<file path="src/rtl/otter_pkg.sv">
// rtl/otter_pkg.sv - shared types for the OTTER hazard and forwarding controller
package otter_pkg;

  typedef enum logic [1:0] {
    FWD_RF  = 2'd0,
    FWD_MEM = 2'd1,
    FWD_WB  = 2'd2,
    FWD_BYP = 2'd3
  } fwd_sel_t;

  typedef enum logic {
    IDLE    = 1'b0,
    LDSTALL = 1'b1
  } hz_state_t;

endpackage

</file>
<file path="src/rtl/otter_fwd_sel.sv">
// rtl/otter_fwd_sel.sv - per-operand source match and forwarding priority
module otter_fwd_sel
  import otter_pkg::*;
#(
  parameter int ADDR_W = 5
) (
  input  logic [ADDR_W-1:0] rs_addr_i,
  input  logic              rs_used_i,
  input  logic [ADDR_W-1:0] rd_e_i,
  input  logic [ADDR_W-1:0] rd_m_i,
  input  logic [ADDR_W-1:0] rd_w_i,
  input  logic              regwrite_e_i,
  input  logic              regwrite_m_i,
  input  logic              regwrite_w_i,
  input  logic              memread_e_i,
  output logic [1:0]        sel_o,
  output logic              load_use_o
);

  logic src_live;
  logic match_e;
  logic match_m;
  logic match_w;

  // x0 never carries a dependency, so it is excluded once here for every stage
  assign src_live   = rs_used_i && (rs_addr_i != '0);
  assign match_e    = src_live && regwrite_e_i && (rd_e_i == rs_addr_i);
  assign match_m    = src_live && regwrite_m_i && (rd_m_i == rs_addr_i);
  assign match_w    = src_live && regwrite_w_i && (rd_w_i == rs_addr_i);
  assign load_use_o = match_e && memread_e_i;

  always_comb begin
    sel_o = FWD_RF;
    if (match_e && !memread_e_i) begin
      sel_o = FWD_MEM;
    end else if (match_m) begin
      sel_o = FWD_WB;
    end else if (match_w) begin
      sel_o = FWD_BYP;
    end
  end

endmodule

</file>
<file path="src/rtl/otter_hazard_unit.sv">
// rtl/otter_hazard_unit.sv - load-use stall, redirect flush and forwarding control
// Optional performance counters are built when OTTER_HAZARD_PERF_EN is defined.
module otter_hazard_unit
  import otter_pkg::*;
#(
  parameter int XLEN     = 32,
  parameter int NUM_REGS = 32,
  parameter int ADDR_W   = $clog2(NUM_REGS),
  parameter int LOAD_LAT = 1
) (
  input  logic              clk_i,
  input  logic              rst_n_i,
  input  logic [ADDR_W-1:0] rs1_addr_d_i,
  input  logic [ADDR_W-1:0] rs2_addr_d_i,
  input  logic              rs1_used_d_i,
  input  logic              rs2_used_d_i,
  input  logic [ADDR_W-1:0] rd_e_i,
  input  logic [ADDR_W-1:0] rd_m_i,
  input  logic [ADDR_W-1:0] rd_w_i,
  input  logic              regwrite_e_i,
  input  logic              regwrite_m_i,
  input  logic              regwrite_w_i,
  input  logic              memread_e_i,
  input  logic              redirect_e_i,
  input  logic [XLEN-1:0]   wb_data_w_i,
  output logic              stall_f_o,
  output logic              stall_d_o,
  output logic              flush_d_o,
  output logic              flush_e_o,
  output logic [1:0]        fwd_a_e_o,
  output logic [1:0]        fwd_b_e_o,
  output logic [XLEN-1:0]   byp_data_e_o,
  output logic [31:0]       stall_cnt_o,
  output logic [31:0]       flush_cnt_o
);

  localparam logic [1:0] CNT_INIT = (LOAD_LAT > 1) ? 2'(LOAD_LAT - 2) : 2'd0;

  logic [1:0]      sel_a;
  logic [1:0]      sel_b;
  logic            load_use_a;
  logic            load_use_b;
  logic            load_use;
  hz_state_t       state_q;
  logic [1:0]      cnt_q;
  logic            stall;
  logic            flush_d;
  logic            flush_e;
  logic [1:0]      fwd_a_d, fwd_a_q;
  logic [1:0]      fwd_b_d, fwd_b_q;
  logic [XLEN-1:0] byp_d, byp_q;

  otter_fwd_sel #(.ADDR_W(ADDR_W)) u_fwd_a (
    .rs_addr_i    (rs1_addr_d_i),
    .rs_used_i    (rs1_used_d_i),
    .rd_e_i       (rd_e_i),
    .rd_m_i       (rd_m_i),
    .rd_w_i       (rd_w_i),
    .regwrite_e_i (regwrite_e_i),
    .regwrite_m_i (regwrite_m_i),
    .regwrite_w_i (regwrite_w_i),
    .memread_e_i  (memread_e_i),
    .sel_o        (sel_a),
    .load_use_o   (load_use_a)
  );

  otter_fwd_sel #(.ADDR_W(ADDR_W)) u_fwd_b (
    .rs_addr_i    (rs2_addr_d_i),
    .rs_used_i    (rs2_used_d_i),
    .rd_e_i       (rd_e_i),
    .rd_m_i       (rd_m_i),
    .rd_w_i       (rd_w_i),
    .regwrite_e_i (regwrite_e_i),
    .regwrite_m_i (regwrite_m_i),
    .regwrite_w_i (regwrite_w_i),
    .memread_e_i  (memread_e_i),
    .sel_o        (sel_b),
    .load_use_o   (load_use_b)
  );

  assign load_use = load_use_a || load_use_b;

  // Redirect outranks any stall; the first stall cycle comes straight from the compare
  always_comb begin
    stall   = 1'b0;
    flush_d = 1'b0;
    flush_e = 1'b0;
    if (rst_n_i) begin
      if (redirect_e_i) begin
        flush_d = 1'b1;
        flush_e = 1'b1;
      end else if (state_q == LDSTALL || load_use) begin
        stall   = 1'b1;
        flush_e = 1'b1;
      end
    end
  end

  assign stall_f_o = stall;
  assign stall_d_o = stall;
  assign flush_d_o = flush_d;
  assign flush_e_o = flush_e;

  always_ff @(posedge clk_i or negedge rst_n_i) begin
    if (!rst_n_i) begin
      state_q <= IDLE;
      cnt_q   <= 2'd0;
    end else if (redirect_e_i) begin
      state_q <= IDLE;
      cnt_q   <= 2'd0;
    end else begin
      case (state_q)
        IDLE: begin
          if (load_use && LOAD_LAT > 1) begin
            state_q <= LDSTALL;
            cnt_q   <= CNT_INIT;
          end
        end
        LDSTALL: begin
          if (cnt_q == 2'd0) begin
            state_q <= IDLE;
          end else begin
            cnt_q <= cnt_q - 2'd1;
          end
        end
        default: begin
          state_q <= IDLE;
          cnt_q   <= 2'd0;
        end
      endcase
    end
  end

  // A bubble entering E must select the register file and carry no bypass value
  always_comb begin
    fwd_a_d = flush_e ? FWD_RF : sel_a;
    fwd_b_d = flush_e ? FWD_RF : sel_b;
    byp_d   = byp_q;
    if (flush_e) begin
      byp_d = '0;
    end else if (sel_a == FWD_BYP || sel_b == FWD_BYP) begin
      byp_d = wb_data_w_i;
    end
  end

  always_ff @(posedge clk_i or negedge rst_n_i) begin
    if (!rst_n_i) begin
      fwd_a_q <= FWD_RF;
      fwd_b_q <= FWD_RF;
      byp_q   <= '0;
    end else begin
      fwd_a_q <= fwd_a_d;
      fwd_b_q <= fwd_b_d;
      byp_q   <= byp_d;
    end
  end

  assign fwd_a_e_o    = fwd_a_q;
  assign fwd_b_e_o    = fwd_b_q;
  assign byp_data_e_o = byp_q;

`ifdef OTTER_HAZARD_PERF_EN
  logic [31:0] stall_cnt_q;
  logic [31:0] flush_cnt_q;

  always_ff @(posedge clk_i or negedge rst_n_i) begin
    if (!rst_n_i) begin
      stall_cnt_q <= 32'd0;
      flush_cnt_q <= 32'd0;
    end else begin
      if (stall && stall_cnt_q != 32'hFFFF_FFFF) begin
        stall_cnt_q <= stall_cnt_q + 32'd1;
      end
      if (redirect_e_i && flush_cnt_q != 32'hFFFF_FFFF) begin
        flush_cnt_q <= flush_cnt_q + 32'd1;
      end
    end
  end

  assign stall_cnt_o = stall_cnt_q;
  assign flush_cnt_o = flush_cnt_q;
`else
  assign stall_cnt_o = 32'd0;
  assign flush_cnt_o = 32'd0;
`endif

endmodule

</file>
<file path="config.mk">
export PLATFORM = sky130hd
export DESIGN_NAME = otter_hazard_unit
export DESIGN_NICKNAME = d
export VERILOG_FILES = /design/src/rtl/otter_pkg.sv /design/src/rtl/otter_fwd_sel.sv /design/src/rtl/otter_hazard_unit.sv
export SDC_FILE = /design/constraint.sdc
export NUM_CORES = 1
export LEC_CHECK = 0
export CORE_ASPECT_RATIO = 0.5
export CORE_MARGIN = 1.5
export CORE_UTILIZATION = 38
export DETAILED_ROUTE_END_ITERATION = 10
export PLACE_DENSITY = 0.93
export SKIP_LAST_GASP = 1
export SYNTH_ARGS = -nofsm -noshare
export SYNTH_HDL_FRONTEND = slang
export SYNTH_SLANG_ARGS = --single-unit
</file>
<file path="constraint.sdc">
create_clock -name clk_i -period 2.94 [get_ports clk_i]
set_clock_uncertainty 0.1 [all_clocks]
set_input_delay 0.588 -clock clk_i [delete_from_list [all_inputs] [get_ports clk_i]]
set_output_delay 0.588 -clock clk_i [all_outputs]
set_load 0.01 [all_outputs]
</file>
==> flow_metrics.tcl <==
set metrics [dict create \
    regArea_um2 975.9 \
    p_int_w 0.001143 \
    ys_seq_area_share_pct 35.50 \
    crit_fanout 3 \
    cts-root-buf "clkbuf_16" \
    core_area_um2 6832 \
    cp.required_ns 2.25 \
    drive_gt1_share_pct 21.23 \
    setup-violations-final 1 \
    route.vias.total 2586 \
    die_x_um 123.3 \
    ys_types 37 \
    drtIter0Drc 192 \
    netlist_instances 296 \
    fin_ws_ns -0.009736 \
    combPwrFrac_pct 22.0 \
    synth-seq-cells 39 \
    ys_top_cells_by_area "dfrtp_1 36%, buf_4 18%, a21oi_2 8.6%" \
    pwr-share-seq_pct 36.3 \
    clock_sinks 39 \
    nFillCells 549 \
    place_congestion 0.9444 \
    wl_per_cell_um 17.04 \
    worstPathCellList "dlygate4sd2_1, or4_4, o21ai_4, nor3_2, o211a_1, o31a_2, buf_6" \
    clk_pin_slew_ns 0.06 \
    syn_to_final_growth_pct 48.07 \
    dieHeight_um 63.14 \
    maxSlewViolCount 0 \
    cpLargestDelayFamily "compound AO/OA/AOI/OAI gates" \
    arrival_ns 2.26 \
    diodes 0 \
    worst_pin_slew_ns 0.5806 \
    multi_input_area_um2 1465 \
    drcViolationCount 0 \
    htreeDepth 2 \
    synth_fa_ha_area_share_pct 0.4552 \
    dieArea_um2 7784 \
    relSlewSlack_pct 61.29 \
    synth_area_um2 2749 \
    cp-start-kind "primary input" \
    final_nets 490 \
    synth_top_family_by_area "buffers and inverters" \
    cts_made_buffers 5 \
    cts_tree "yes" \
    synth_xor_area_share_pct 9.877 \
    power.density_nw_per_um2 379.0 \
    antenna_found_initial 0 \
    clockBufferDepth 2 \
    grt_pass1_wl_mm 13.19 \
    maxCapViolations 0 \
    max_freq_mhz 339.0 \
    clk_latency_ns 0.28 \
    antenna_left 0 \
    whs_ns 0.03934 \
    hp-class "primary input to async pin" \
    dr.pass1.iters 4 \
    critPathBufInv 2 \
    power_leakage_nw 1.767 \
    violations "negative setup slack" \
    yosys_warnings 0 \
    fin_crit_sh_pct 100.3 \
    yosys.area_share.simple_pct 14.29 \
    io_pins 170 \
    cp_slowest_cell "or4_4" \
    p_sw_w 0.0003991 \
    ir_drop_mv 0.3311 \
    grt_pass1_vias 2531 \
    hpwl_mm 5.696 \
    place_area_um2 3830 \
    crit_path_end_kind "primary output" \
    vias_per_cell 5.012 \
    clkPwrFrac_pct 41.7 \
    synth_compound_area_share_pct 18.02 \
    status "finished, violations left" \
    post-synth-top-area-cell "dfrtp_1" \
    sw_frac_of_total_pct 25.87 \
    syn_avg_cell_area_um2 9.287 \
    hold_viol_final 0 \
    final_area_um2 4070 \
    cts_hold_buf 0 \
    path_class "primary input to primary output" \
    min_period_ns 2.950 \
    wl_mm 8.792 \
    rsz0062_at_grt "yes" \
    io_buffers 105 \
    yosysTopAreaCellShare_pct 35.50 \
    grt_overflow_total 0 \
    fp-row-count 21 \
    grt_max_degree 37 \
    r2r_slack_ns 1.24 \
    track_usage_pct 22.19 \
    start_util_pct 40.24 \
    cp_slowest_stage_delay_ns 0.44 \
    muxShareOfSynthArea_pct 0 \
]
[flip-flops by register name, indices dropped and copies added, names as in the netlist]
signal and cells:
byp_data_e_o 32, cnt_q 2, fwd_a_e_o 2, fwd_b_e_o 2
state_q 1
[Yosys cell counts]
| cell type | n |
|---|---|
| o211a_1 | 1 |
| nand4b_1 | 3 |
| or4_1 | 2 |
| nand2_1 | 4 |
| inv_1 | 3 |
| nand4_1 | 1 |
| and3_1 | 1 |
| nand3b_2 | 1 |
| buf_4 | 65 |
| clkbuf_1 | 6 |
| dfrtp_1 | 39 |
| and4b_1 | 1 |
| buf_6 | 4 |
| xor2_1 | 12 |
| nor4_2 | 1 |
| nand3_1 | 35 |
| o21ai_4 | 1 |
| o21ai_1 | 32 |
| nor2_1 | 5 |
| and2_1 | 1 |
| o21ai_2 | 1 |
| or4_4 | 1 |
| conb_1 | 1 |
| a21oi_1 | 7 |
| a21oi_2 | 27 |
| buf_2 | 6 |
| nor2b_1 | 2 |
| nand2b_1 | 1 |
| nor3_1 | 3 |
| xnor2_1 | 19 |
| nor4_1 | 3 |
| o31a_1 | 1 |
| o21ai_0 | 1 |
| a211oi_1 | 2 |
| ha_1 | 1 |
| nor3b_4 | 1 |
| nor3b_1 | 1 |
[per-stage QoR]
step | cells | TNS (ns) | power [W] | utilization [%] | setup slack (ns)
3_5_place_dp | 504 | -2.555 | 0.0008877 | 56.06 | -0.5514
4_1_cts | 513 | -0.002873 | 0.001528 | 58.64 | -0.002873
3_3_place_gp | 504 | -2.186 | 0.0008805 | 56.06 | -0.5505
2_1_floorplan | 359 | 0 | 0.0007650 | - | 0.1673
5_1_grt | 516 | -0.1670 | 0.001596 | 59.58 | -0.08257
6_report | 516 | -0.009736 | 0.001542 | 59.58 | -0.009736
[power groups by stage]
stage               combinational, W  clock, W  sequential, W
floorplan                   0.000188         0       0.000577
global placement            0.000312         0       0.000569
detailed placement          0.000318         0       0.000570
CTS                         0.000323  0.000644       0.000561
global route                0.000363  0.000671       0.000562
finish                      0.000339  0.000642       0.000561
[cell usage in the layout (no fill, tap or decap), drive strengths merged]
cell / instances
o21ai: 35
xor2: 12
dlygate4sd2: 3
nand4: 1
clkdlybuf4s15: 3
and4b: 1
nand2: 4
nand4b: 3
nand2b: 1
inv: 3
xnor2: 19
nor2b: 2
and2: 1
nand3b: 1
nor3b: 2
a211oi: 2
nand3: 35
and3: 1
nor4: 4
dlymetal6s2s: 5
clkdlybuf4s50: 87
clkinv: 1
or4: 3
dfrtp: 39
bufinv: 1
conb: 64
buf: 38
o31a: 1
nor3: 3
a21oi: 34
clkbuf: 8
nor2: 5
o211a: 1
ha: 1
[worst paths after layout]
check / startpoint / end / depth (start not counted)
setup / recovery: rs1_addr_d_i[4] / flush_e_o / 7
hold reg to reg: byp_data_e_o[23] / byp_data_e_o[23] / 2
hold / removal: rst_n_i / cnt_q[0] / 1
max in group asynchronous: rst_n_i / byp_data_e_o[28] / 2
min in group clk_i: byp_data_e_o[23] / byp_data_e_o[23] / 2
setup reg to reg: state_q / fwd_b_e_o[1] / 4
[kinds of logic (layout without fill, tap and decap cells)]
logic type | after synthesis | after routing
buffers and inverters | 84 | 149
AOI/OAI and AO/OA | 73 | 73
and+or+nand+nor | 67 | 67
DFF | 39 | 39
xor gates and xnor gates | 31 | 31
adders and majority gates | 1 | 1
other | 1 | 64
[area by class of cell]
class	count	area share (%)
multi-input combinational	236	36.00
timing repair buffer	138	32.65
sequential	39	23.98
tap	92	2.828
clock buffer	6	3.412
clock inverter	2	0.8607
inverter	3	0.2767
[repair_timing]
item	CTS	global route
pin swaps	11	11
endpoints found under the setup margin	3	3
setup buffers	1	3
gates resized for setup	32	14
[metal layers]
| layer | global-route usage, % | wire length [um] |
|---|---|---|
| met1 | 25.92 | 3457 |
| met4 | 12.36 | 423 |
| met5 | 0 | 0 |
| met3 | 5.072 | 511 |
| met2 | 37.71 | 4400 |
Note: power is estimated with default switching activity, not from simulation.
